$ cat src/rtl/mmio_io_ctrl.sv
// mmio_io_ctrl: memory-mapped I/O block that sits beside dmemory32.
// Decodes the top 1 KiB of address space and maps the LED register, the
// debounced switches, a status register (bit0 = switch-change flag) and,
// optionally, a 7-segment display register.
// Optional feature macro: SEG7_EN (adds the SEG register, the digit scanner
// and the seg_an/seg_cat ports).
module mmio_io_ctrl #(
   parameter int DEBOUNCE_CYCLES = 20,
   parameter int SW_W            = 24,
   parameter int LED_W           = 24
`ifdef SEG7_EN
   ,
   parameter int SCAN_DIV        = 1000
`endif
) (
   input  logic              clock,
   input  logic              reset,
   input  logic [31:0]       mem_addr,
   input  logic              mem_wen,
   input  logic              mem_ren,
   input  logic [31:0]       mem_wdata,
   output logic              io_sel,
   output logic [31:0]       io_rdata,
   input  logic [SW_W-1:0]   switch_i,
   output logic [LED_W-1:0]  led_o,
   output logic              sw_irq
`ifdef SEG7_EN
   ,
   output logic [7:0]        seg_an,
   output logic [7:0]        seg_cat
`endif
);

   // Word indices (mem_addr[9:2]) of the mapped registers.
   localparam logic [7:0] OFF_LED    = 8'h18;  // 0xFFFFFC60
   localparam logic [7:0] OFF_SWITCH = 8'h1C;  // 0xFFFFFC70
   localparam logic [7:0] OFF_STATUS = 8'h1D;  // 0xFFFFFC74
`ifdef SEG7_EN
   localparam logic [7:0] OFF_SEG    = 8'h20;  // 0xFFFFFC80
`endif

   localparam int CNT_W = (DEBOUNCE_CYCLES > 2) ? $clog2(DEBOUNCE_CYCLES) : 1;
   // The window closes on the edge where cnt would step to DEBOUNCE_CYCLES-1.
   localparam logic [CNT_W-1:0] CNT_LAST = CNT_W'(DEBOUNCE_CYCLES - 2);

   logic [7:0]        word_idx;
   logic              wr_en;
   logic              rd_en;
   logic [31:0]       rd_word;

   logic [LED_W-1:0]  led_reg, led_next;
   logic [31:0]       rdata_reg, rdata_next;
   logic              chg_reg, chg_next;

   logic [SW_W-1:0]   sync1_reg, sync2_reg, sync_prev_reg;
   logic [SW_W-1:0]   stable_reg, stable_next;
   logic [CNT_W-1:0]  cnt_reg, cnt_next;
   logic              sw_update;

   // Address bits [1:0] are ignored: registers are decoded per word.
   logic unused_bits;
   assign unused_bits = ^mem_addr[1:0];

   assign io_sel   = (mem_addr[31:10] == 22'h3FFFFF);
   assign word_idx = mem_addr[9:2];
   assign wr_en    = io_sel & mem_wen;
   assign rd_en    = io_sel & mem_ren;

   assign led_o    = led_reg;
   assign io_rdata = rdata_reg;
   assign sw_irq   = chg_reg;

`ifdef SEG7_EN
   localparam int SCAN_W = (SCAN_DIV > 2) ? $clog2(SCAN_DIV) : 1;
   localparam logic [SCAN_W-1:0] SCAN_LAST = SCAN_W'(SCAN_DIV - 1);

   logic [31:0]       seg_reg, seg_next;
   logic [SCAN_W-1:0] scan_cnt_reg;
   logic [2:0]        digit_reg;
   logic [7:0]        an_next;
   logic [3:0]        nibble;
   logic [7:0]        seg_an_reg, seg_cat_reg;

   // Active-low a..g pattern, bit0 = a, bit6 = g.
   function automatic logic [6:0] hex7(input logic [3:0] h);
      case (h)
         4'h0: hex7 = 7'h40;  4'h1: hex7 = 7'h79;
         4'h2: hex7 = 7'h24;  4'h3: hex7 = 7'h30;
         4'h4: hex7 = 7'h19;  4'h5: hex7 = 7'h12;
         4'h6: hex7 = 7'h02;  4'h7: hex7 = 7'h78;
         4'h8: hex7 = 7'h00;  4'h9: hex7 = 7'h10;
         4'hA: hex7 = 7'h08;  4'hB: hex7 = 7'h03;
         4'hC: hex7 = 7'h46;  4'hD: hex7 = 7'h21;
         4'hE: hex7 = 7'h06;  default: hex7 = 7'h0E;
      endcase
   endfunction

   genvar gi;
   generate
      for (gi = 0; gi < 8; gi++) begin : g_an
         assign an_next[gi] = (digit_reg != 3'(gi));
      end
   endgenerate

   assign nibble  = seg_reg[{digit_reg, 2'b00} +: 4];
   assign seg_an  = seg_an_reg;
   assign seg_cat = seg_cat_reg;

   // SEG register write.
   always_comb begin
      seg_next = seg_reg;
      if (wr_en && word_idx == OFF_SEG)
         seg_next = mem_wdata;
   end

   // Digit scanner: one digit per SCAN_DIV clocks, registered drive, dp off.
   always_ff @(posedge clock) begin
      if (reset) begin
         seg_reg      <= '0;
         scan_cnt_reg <= '0;
         digit_reg    <= '0;
         seg_an_reg   <= 8'hFF;
         seg_cat_reg  <= 8'hFF;
      end else begin
         seg_reg <= seg_next;
         if (scan_cnt_reg == SCAN_LAST) begin
            scan_cnt_reg <= '0;
            digit_reg    <= digit_reg + 3'd1;
         end else begin
            scan_cnt_reg <= scan_cnt_reg + 1'b1;
         end
         seg_an_reg  <= an_next;
         seg_cat_reg <= {1'b1, hex7(nibble)};
      end
   end
`endif

   // Load data mux; unmapped words and unused upper bits read as 0.
   always_comb begin
      rd_word = '0;
      case (word_idx)
         OFF_LED:    rd_word = 32'(led_reg);
         OFF_SWITCH: rd_word = 32'(stable_reg);
         OFF_STATUS: rd_word = {31'b0, chg_reg};
`ifdef SEG7_EN
         OFF_SEG:    rd_word = seg_reg;
`endif
         default:    rd_word = '0;
      endcase
   end

   // Debounce: a synced value must hold unchanged for a full window.
   always_comb begin
      cnt_next    = cnt_reg;
      stable_next = stable_reg;
      sw_update   = 1'b0;
      if (sync2_reg == stable_reg || sync2_reg != sync_prev_reg) begin
         cnt_next = '0;
      end else if (cnt_reg == CNT_LAST) begin
         stable_next = sync2_reg;
         cnt_next    = '0;
         sw_update   = 1'b1;
      end else if (cnt_reg != {CNT_W{1'b1}}) begin
         cnt_next = cnt_reg + 1'b1;
      end
   end

   // Bus side next-state: stores, loads and the change flag.
   always_comb begin
      led_next   = led_reg;
      rdata_next = rdata_reg;
      chg_next   = chg_reg;
      if (wr_en && word_idx == OFF_LED)
         led_next = mem_wdata[LED_W-1:0];
      if (rd_en)
         rdata_next = rd_word;
      // A completing debounce wins over a same-cycle STATUS load.
      if (sw_update)
         chg_next = 1'b1;
      else if (rd_en && word_idx == OFF_STATUS)
         chg_next = 1'b0;
   end

   // State registers; reset also discards any debounce in flight.
   always_ff @(posedge clock) begin
      if (reset) begin
         led_reg       <= '0;
         rdata_reg     <= '0;
         chg_reg       <= 1'b0;
         sync1_reg     <= '0;
         sync2_reg     <= '0;
         sync_prev_reg <= '0;
         stable_reg    <= '0;
         cnt_reg       <= '0;
      end else begin
         led_reg       <= led_next;
         rdata_reg     <= rdata_next;
         chg_reg       <= chg_next;
         sync1_reg     <= switch_i;
         sync2_reg     <= sync1_reg;
         sync_prev_reg <= sync2_reg;
         stable_reg    <= stable_next;
         cnt_reg       <= cnt_next;
      end
   end

endmodule
$ cat config.mk
export PLATFORM = sky130hd
export DESIGN_NAME = mmio_io_ctrl
export DESIGN_NICKNAME = d
export VERILOG_FILES = /design/src/rtl/mmio_io_ctrl.sv
export SDC_FILE = /design/constraint.sdc
export NUM_CORES = 1
export LEC_CHECK = 0
export CAP_MARGIN = 5
export CORE_MARGIN = 3
export CORE_UTILIZATION = 45
export DETAILED_ROUTE_END_ITERATION = 12
export GPL_TIMING_DRIVEN = 0
export PLACE_DENSITY_LB_ADDON = 0.12
export SLEW_MARGIN = 25
export SYNTH_ARGS = -nofsm -noshare
export SYNTH_HDL_FRONTEND = slang
export SYNTH_SLANG_ARGS = --single-unit
$ cat constraint.sdc
create_clock -name clock -period 2.1 [get_ports clock]
set_input_delay 0.42 -clock clock [delete_from_list [all_inputs] [get_ports clock]]
set_output_delay 0.42 -clock clock [all_outputs]
set_load 0.03 [all_outputs]
# After elaboration in Yosys (flattened, before gate mapping)
# Cells that the tools add are included.
[classes]
n_reduce_logical = 6
addsub = 1
n_eq_ne = 8
bitwise = 3
muxes = 5
[ops]
columns = ["operator", "count"]
rows = [
  ["case mux 24 bit (3 select lines)", 1],
  ["== test 24 bit", 1],
  ["== test 8 x 5 -> 1 bit (second input constant)", 3],
  ["!= test 24 bit", 1],
  ["== test 22 bit (second input constant)", 1],
  ["adder 5 x 1 -> 5 bit (second input constant)", 1],
  ["== test 5 bit (second input constant)", 1],
  ["!= test 5 bit (second input constant)", 1],
  ["two-way mux 1 bit", 4],
  ["OR reduction 3 bit", 1],
  ["bitwise AND 1 bit", 2],
  ["logical AND 1 bit", 2],
  ["AND reduction 2 bit", 1],
  ["nonzero test 2 bit", 1],
  ["logical OR 1 bit", 1],
  ["inverter 1 bit", 1],
]
[word_totals]
regBits = 158
word_cells = 31
out_inout_bits = 58

# Logic depth before layout (Yosys ltp)
# Gate-level depths: netlist (run 1).
[logic_depth]
ltp_word = 5
mapped_depth = 7
depth_no_buf = 6

# Worst setup path after synthesis (run 1)
# No wires, ideal clock.
[synth_timing]
path_type = "input port to flip-flop"
from = "input port mem_addr[8]"
to = "register led_reg[10], in the netlist led_o[10]"
required_time_ps = 1972
path_stages = 7
path_buffers = 2
path_slack_ps = 238
arrival_ps = 1734
path_cell_list = "nand4bb_1 > nor4_2 > and4_1 > buf_2 > buf_6 > mux2i_1 > nor2_1"
[synth_between]
elab_chain_cells = 2
[synth_rtl]
columns = ["item", "line", "source"]
rows = [
  ["start: declaration", "18", "input logic [31:0] mem_addr,"],
  ["== test 8 x 5 -> 1 bit", "173", "if (wr_en && word_idx == OFF_LED)"],
  ["logical AND 1 bit", "173", ""],
  ["end signal: assignment", "196", "led_reg <= led_next;"],
  ["end: declaration", "51", "logic [LED_W-1:0] led_reg, led_next;"],
]
# Every way passes these cells.
# A chain may end at the register's enable or synchronous reset.

# Worst setup path after layout (run 1)
[layout_timing]
from = "input port mem_addr[13]"
to = "output port io_sel"
[layout_between]
elab_chain_cells = 1
[layout_rtl]
columns = ["item", "line", "source"]
rows = [
  ["== test 22 bit", "64", "assign io_sel = (mem_addr[31:10] == 22'h3FFFFF);"],
  ["end: declaration", "22", "output logic io_sel,"],
]
# Every way passes these cells.

==> impl_metrics.yaml, run 1 <==
power:
  power_frac_seq_pct: 46.2
  intPower_mw: 5.03
  p_per_area_nw_per_um2: 769
  leakage_nw: 3.31
  combPwrFrac_pct: 6.3
  pwr-share-clk_pct: 47.5
  switching_share_pct: 20.7
  p_switching_mw: 1.31
  vdd_drop_max_v: 0.000481
die:
  initial_utilization_pct: 46.4
  fp.dieW_um: 121
  die-area_um2: 14600
  die_y_um: 121
  num_io_pins: 150
  core_area_um2: 12800
  rows: 41
timing:
  grt_setup_unrepaired: "yes"
  fin_worst_skew_ns: 0.00617
  setup_tns_ns: 0
  finalCritPeriodShare_pct: 98.7
  maxSlewViolCount: 0
  hold_viol: 0
  setup_viol: 0
  layout_min_cycle_time_ns: 2.07
  maxSlewHeadroom_pct: 60.0
  tightest_slew_ns: 0.599
  fmax_ghz: 0.483
yosys:
  synth_most_common_cell: "dfxtp_1"
  synth_area_leader_cell: "dfxtp_1"
  ys_seq_elements: 150
  yosys.cell_types.count: 33
  synth-seq-area-share_pct: 50.6
  yosys_most_used_dff: "dfxtp_1"
  syn_area_um2: 5930
  synth_cells: 561
  async_reset_ff_share_pct: 0
  synth_edf_count: 0
  synth.area.top_cells: "dfxtp_1, nor2b_1, mux2_2"
  ys_warn_count: 0
  syn_area_per_cell_um2: 10.6
  synth_top_area_share_pct: 50.6
  synth_commonest_cells: "dfxtp_1, nor2b_1, nor2_1"
clock_network:
  cts_buffers: 17
  cts_tree: "done"
  cts-root-buf: "clkbuf_16"
  cts_hold_buf: 0
  clk_path_buf_depth: 2
  htree_levels: 4
  cts_sinks: 150
  worstSkewPairLatency_ns: 0.42
  clk_pin_slew_ns: 0.05
global_route:
  globalRouteOverflowTotal: 0
  track_usage_pct: 20.1
  grt_max_degree: 17
  antenna_found_initial: 0
  grt_pass1_vias: 4297
  grt_first_pass_wirelength_um: 22400
drt:
  vias: 4346
  drc: 0
  wl_per_cell_um: 16.0
  first_pass_iters: 4
  ant_nets: 0
  wl_um: 14500
  drtIter0Drc: 193
  via_per_inst: 4.80
setup_path:
  critPathLaunch: "mem_addr[13]"
  rrSetupSlack_ns: 0.06
  cp_max_fo: 4
  crit_type: "input port to output pin"
  end_kind: "output pin"
  arrival_ns: 1.65
  cp-start-kind: "input port"
  worstPathRequired_ns: 1.68
  r2r-end: "stable_reg[0]"
  reg2regPathDepth: 7
  r2r-start: "stable_reg[22]"
layout:
  stdcell_area_um2: 8250
  fill_cells: 1042
  drive_above_1_share_pct: 15.5
  num_antenna_cells: 0
  nets: 818
  synthToLayoutAreaGrowth_pct: 39.1
min_path:
  hold_path_class: "flop to flop"
  whs_path_depth: 1
  worst_hold_path.endpoint: "sync2_reg[11]"
  hp-start: "sync1_reg[11]"
placement:
  dp_hpwl_um: 10800
  placed_area_um2: 7460
  place_congestion: 0.852
  numPortBuffers: 129
flow_run:
  maxCapViolCount: 0
run_status:
  status: "complete, no violations"
==> worst max-delay path: stages <==
cell and delay [ns]:
clkdlybuf4s50_1 0.47, nand4_1 0.15, nor4_4 0.29, and2_1 0.19
buf_6 0.13
==> cells in the final DEF, fill, tap and decap left out, types with 19 or more instances in the layout <==
cell and n:
clkbuf_1 19, xnor2_1 26, nor2b_1 98, clkdlybuf4s50_1 120, mux2_2 28, clkbuf_16 19, mux2_4 19, nand2_1 25
dfxtp_1 147, mux2i_1 26, nor2_1 33, a21oi_1 26, xor2_1 24, nand3_1 27
==> kinds of logic (layout without fill, tap and decap cells) <==
group	count (synthesis)	in the layout	synth area share, %
AOI/OAI and AO/OA	30	30	2.93
xor gates and xnor gates	51	51	7.53
adders and majority gates	3	3	0.633
buffers and inverters	40	206	3.61
DFF	150	150	50.6
muxes	73	73	14.5
other	1	8	0.0632
and+or+nand+nor	213	213	20.1
==> power by group through the flow <==
stage | sequential [mW] | clock (mW) | combinational (mW)
after global placement | 2.99 | 0 | 0.387
after detailed placement | 3.00 | 0 | 0.394
after floorplan | 2.99 | 0 | 0.194
after global routing | 2.94 | 3.19 | 0.432
after CTS | 2.93 | 3.06 | 0.399
final | 2.93 | 3.01 | 0.401
==> metrics by stage <==
step	utilization, %	cells	worst slack (ns)	hold WS [ns]	power (mW)
after detailed placement	58.4	869	-0.669	0.423	3.39
after floorplan	-	568	0.238	0.414	3.18
after global placement	58.4	869	-0.620	0.417	3.38
final	64.6	906	0.0277	0.434	6.35
after global routing	64.6	906	-0.0162	0.451	6.55
after CTS	63.3	901	-0.00899	0.436	6.39
==> routing by layer <==
layer	GRT usage (%)	vias to the layer above	routed length, µm
li1	-	2174	-
met1	25.2	2044	6240
met2	33.6	105	7360
met3	4.91	23	649
met4	7.15	0	289
met5	0	-	0
==> worst max path at each step <==
stage | endpoint | slack [ns] | cells past startpoint
6_report | io_sel | 0.03 | 5
3_5_place_dp | io_sel | -0.67 | 5
4_1_cts | io_sel | -0.009 | 5
5_1_grt | stable_reg[18] | -0.02 | 7
2_1_floorplan | led_o[10] | 0.24 | 7
3_3_place_gp | io_sel | -0.62 | 5
==> layout make-up <==
class | instances | area (µm²) | area share [%]
inverters | 1 | 3.75 | 0.0455
plain buffers | 38 | 224 | 2.72
multi-input cells | 378 | 2790 | 33.8
repair buffers | 137 | 1420 | 17.2
clock buffers | 20 | 457 | 5.54
flip-flops and latches | 150 | 3010 | 36.5
well taps | 172 | 215 | 2.61
clock inverters | 10 | 130 | 1.58
==> repair_timing <==
| action | in CTS | in global routing |
|---|---|---|
| pin swaps | 2 | 11 |
| gates resized for setup | 9 | 25 |
| buffers inserted | 2 | 4 |
| cloned | 0 | 2 |
| setup endpoints to repair | 52 | 65 |
Power figures use the tool's default switching activity.
==> inputs of run 2 (changes only) <==
==> constraint.sdc (replaced) <==
create_clock -name clock -period 2.1 [get_ports clock]
set_input_delay 0.42 -clock clock [delete_from_list [all_inputs] [get_ports clock]]
set_output_delay 0.42 -clock clock [all_outputs]
set_load 0.01 [all_outputs]
==> run 2 against run 1 <==
Non-clock buffer count rose by 4. Largest cell class unchanged. Sequential share of layout area fell by 0.28 points. Cell area rose by 0.77%. Largest power group unchanged.
==> impl_metrics.yaml, run 2 (synthesis results as in run 1) <==
run_status:
  status: "complete, no violations"
clock_network:
  clk_path_buf_depth: 2
  cts_tree: "done"
  htree_levels: 4
  cts-root-buf: "clkbuf_16"
  cts_sinks: 150
  worstSkewPairLatency_ns: 0.41
  clk_pin_slew_ns: 0.06
  cts_buffers: 17
power:
  vdd_drop_max_v: 0.000482
  p_per_area_nw_per_um2: 762
  finalPower_mw: 6.33
  leakage_nw: 3.30
timing:
  tightest_slew_ns: 0.567
  finalCritPeriodShare_pct: 97.6
  grt_setup_unrepaired: "yes"
  fin_worst_skew_ns: 0.00434
  hold_viol: 0
  setup_ws_ns: 0.0507
  setup_viol: 0
  fmax_ghz: 0.488
  holdWs_ns: 0.434
  layout_min_cycle_time_ns: 2.05
  maxSlewViolCount: 0
  maxSlewHeadroom_pct: 62.2
setup_path:
  worstPathRequired_ns: 2.40
  cp_max_fo: 10
  critPathSlowestCell: "dfxtp_1"
  crit_type: "flop to flop"
  slowest_delay_ns: 0.35
  path_buf_inv: 2
  rrSetupSlack_ns: 0.05
  arrival_ns: 2.35
  cpLargestDelayFamily: "simple AND/OR/NAND/NOR gates"
  cp-start-kind: "flop"
  end_kind: "flop"
  path_cells: "xor2_1 > nor4_1 > nand4_1 > o2111ai_4 > buf_12 > buf_12 > mux2_4"
  crit_top_cell: "buf_12"
die:
  rows: 41
  fp.dieW_um: 121
  die_y_um: 121
  num_io_pins: 150
  initial_utilization_pct: 46.4
  die-area_um2: 14600
  core_area_um2: 12800
drt:
  wl_per_cell_um: 16.0
  ant_nets: 0
  first_pass_iters: 4
  wl_met1_um: 6280
  route.met2.wl_um: 7300
  wl_um: 14500
  drc: 0
  vias: 4335
  via_per_inst: 4.76
  highest_layer: "met4"
  route.met3.wl_um: 665
  drtIter0Drc: 192
flow_run:
  maxCapViolCount: 0
layout:
  nets: 822
  num_antenna_cells: 0
  fill_cells: 1027
  drive_above_1_share_pct: 16.4
  synthToLayoutAreaGrowth_pct: 40.2
  stdcell_area_um2: 8310
  mostFrequentLayoutCells: "dfxtp_1, clkdlybuf4s50_1, nor2b_1"
  fin_util_pct: 65.1
  layout_commonest_cell: "dfxtp_1"
global_route:
  grt_pass1_vias: 4305
  grt_first_pass_wirelength_um: 22500
  antenna_found_initial: 0
  grt_max_degree: 17
  globalRouteOverflowTotal: 0
  track_usage_pct: 20.1
placement:
  placed_area_um2: 7460
  dp_hpwl_um: 10800
  place_ws_ns: -0.541
  numPortBuffers: 129
  place_congestion: 0.852
min_path:
  hold_path_class: "flop to flop"
-- run 2: metal layers --
| layer | up-vias | global-route usage, % |
|---|---|---|
| met5 | - | 0 |
| li1 | 2184 | - |
| met2 | 102 | 33.7 |
| met4 | 0 | 7.15 |
| met1 | 2027 | 25.2 |
| met3 | 22 | 4.91 |
-- run 2: area by class of cell --
type	instances	area [µm²]	share of cell area, %
flip-flops and latches	150	3010	36.2
multi-input cells	378	2790	33.6
repair buffers	141	1450	17.5
clock buffers	20	457	5.49
plain buffers	38	251	3.03
well taps	172	215	2.59
clock inverters	10	130	1.57
inverters	1	3.75	0.0452
-- run 2: final timing paths --
path                                     start       endpoint  depth (start not counted)
worst max register to register  stable_reg[22]  stable_reg[8]                          7
worst max-delay path            stable_reg[22]  stable_reg[8]                          7
worst min-delay path             sync1_reg[11]  sync2_reg[11]                          1
worst min register to register   sync1_reg[11]  sync2_reg[11]                          1
-- run 2: worst register-to-register path, stage by stage, from the launching register on --
cell and delay [ns]:
dfxtp_1 0.35, xor2_1 0.18, nor4_1 0.32, nand4_1 0.21
o2111ai_4 0.26, buf_12 0.16, buf_12 0.15, mux2_4 0.31
-- run 2: where the power goes --
group,total [mW],leakage [nW],switching (mW),internal [mW]
clock network,3.01,0.287,1.10,1.90
registers,2.93,1.22,0.0315,2.90
logic,0.389,1.80,0.164,0.226
total,6.33,3.30,1.30,5.03
-- run 2: what timing repair did --
action,CTS,global route
hold buffers,0,0
gates cloned,0,3
buffers inserted,3,6
gates resized for setup,6,33
endpoints found under the setup margin,52,65
pin swaps,2,10
-- run 2: through the flow --
| step | setup TNS (ns) | cells |
|---|---|---|
| 6_report | 0 | 910 |
| 5_1_grt | -0.0365 | 910 |
| 4_1_cts | -0.00879 | 902 |
| 3_5_place_dp | -23.44 | 869 |
| 3_3_place_gp | -20.93 | 869 |
| 2_1_floorplan | 0 | 568 |
==> inputs of run 3 (changes only) <==
==> constraint.sdc (replaced) <==
create_clock -name clock -period 2.07 [get_ports clock]
set_input_delay 0.414 -clock clock [delete_from_list [all_inputs] [get_ports clock]]
set_output_delay 0.414 -clock clock [all_outputs]
set_load 0.01 [all_outputs]
==> run 3 against run 2 <==
Register-to-register slack worse by 0.04 ns. Critical path type unchanged. Sequential power rose by 2%. Wire length decreased by 0.30%. Sequential share of layout area fell by 0.067 points. Worst setup slack lost 0.039 ns. Largest cell class unchanged. Non-clock buffer count increased by 1. Largest power group unchanged.
==> impl_metrics.yaml, run 3 (synthesis results as in run 1) <==
timing:
  setup_viol: 0
  holdWs_ns: 0.433
  setup_tns_ns: 0
  layout_min_cycle_time_ns: 2.06
  tightest_slew_ns: 0.583
  maxSlewViolCount: 0
  fin_worst_skew_ns: 0.00477
  setup_ws_ns: 0.0112
  fmax_ghz: 0.486
  maxSlewHeadroom_pct: 61.1
  hold_viol: 0
  finalCritPeriodShare_pct: 99.5
  grt_setup_unrepaired: "yes"
clock_network:
  worstSkewPairLatency_ns: 0.41
  cts_tree: "done"
  htree_levels: 4
  cts-root-buf: "clkbuf_16"
  cts_buffers: 17
  cts_sinks: 150
  clk_path_buf_depth: 2
  clk_pin_slew_ns: 0.06
min_path:
  hold_path_class: "flop to flop"
global_route:
  grt_pass1_vias: 4351
  grt_first_pass_wirelength_um: 22600
  antenna_found_initial: 0
  globalRouteOverflowTotal: 0
  grt_max_degree: 17
  track_usage_pct: 20.2
placement:
  dp_hpwl_um: 10800
  place_congestion: 0.852
  place_ws_ns: -0.565
  dp_cells: 869
  placed_area_um2: 7460
  numPortBuffers: 129
flow_run:
  maxCapViolCount: 0
setup_path:
  cp-start-kind: "flop"
  crit_type: "flop to flop"
  arrival_ns: 2.36
  worstPathRequired_ns: 2.37
  end_kind: "flop"
  path_cells: "xor2_1 > nor4_1 > nand4_1 > o2111ai_4 > buf_6 > buf_12 > mux2_4"
  cp_max_fo: 10
  critPathSlowestCell: "dfxtp_1"
  cpLargestDelayFamily: "simple AND/OR/NAND/NOR gates"
  slowest_delay_ns: 0.34
  path_buf_inv: 2
drt:
  wl_um: 14500
  drtIter0Drc: 187
  drc: 0
  via_per_inst: 4.77
  ant_nets: 0
  first_pass_iters: 4
  wl_per_cell_um: 15.9
  vias: 4345
layout:
  fin_util_pct: 65.2
  nets: 823
  stdcell_area_um2: 8330
  drive_above_1_share_pct: 16.9
  synthToLayoutAreaGrowth_pct: 40.5
  mostFrequentLayoutCells: "dfxtp_1, clkdlybuf4s50_1, nor2b_1"
  final_cell_count_no_fill: 911
  layout_commonest_cell: "dfxtp_1"
  fill_cells: 1024
  num_antenna_cells: 0
die:
  core_area_um2: 12800
  rows: 41
  fp.dieW_um: 121
  die-area_um2: 14600
  num_io_pins: 150
  initial_utilization_pct: 46.4
  die_y_um: 121
power:
  vdd_drop_max_v: 0.000491
  leakage_nw: 3.32
  finalPower_mw: 6.43
  p_per_area_nw_per_um2: 772
run_status:
  status: "complete, no violations"
[run 3: area by class of cell]
class                   instances  area (µm²)  area share [%]
flip-flops and latches        150        3010            36.1
multi-input cells             378        2810            33.8
repair buffers                142        1450            17.4
clock buffers                  20         457            5.48
plain buffers                  38         251            3.02
well taps                     172         215            2.58
clock inverters                10         130            1.56
inverters                       1        3.75          0.0451
[run 3: where the power goes]
part	internal (mW)	total (mW)	switching, mW
combinational	0.230	0.396	0.166
sequential	2.94	2.98	0.0328
clock	1.93	3.06	1.13
total	5.11	6.43	1.33
[run 3: final timing paths]
path | from | cells after the start | endpoint | slack (ns)
min | sync1_reg[11] | 1 | sync2_reg[11] | 0.43
min reg2reg | sync1_reg[11] | 1 | sync2_reg[11] | 0.43
max reg2reg | stable_reg[6] | 7 | stable_reg[8] | 0.01
max | stable_reg[6] | 7 | stable_reg[8] | 0.01
[run 3: per-layer routing]
metal	share of wire, %	wire length, µm	global-route usage (%)
met1	44	6340	25.1
met2	50	7200	33.9
met3	4.4	641	5.24
met4	2.2	315	7.65
met5	0	0	0
[run 3: repair_timing]
action,CTS,global route
hold buffers,0,0
buffers inserted,6,5
resized for setup,14,34
pin swaps,4,11
cloned,1,1
setup endpoints to repair,60,66
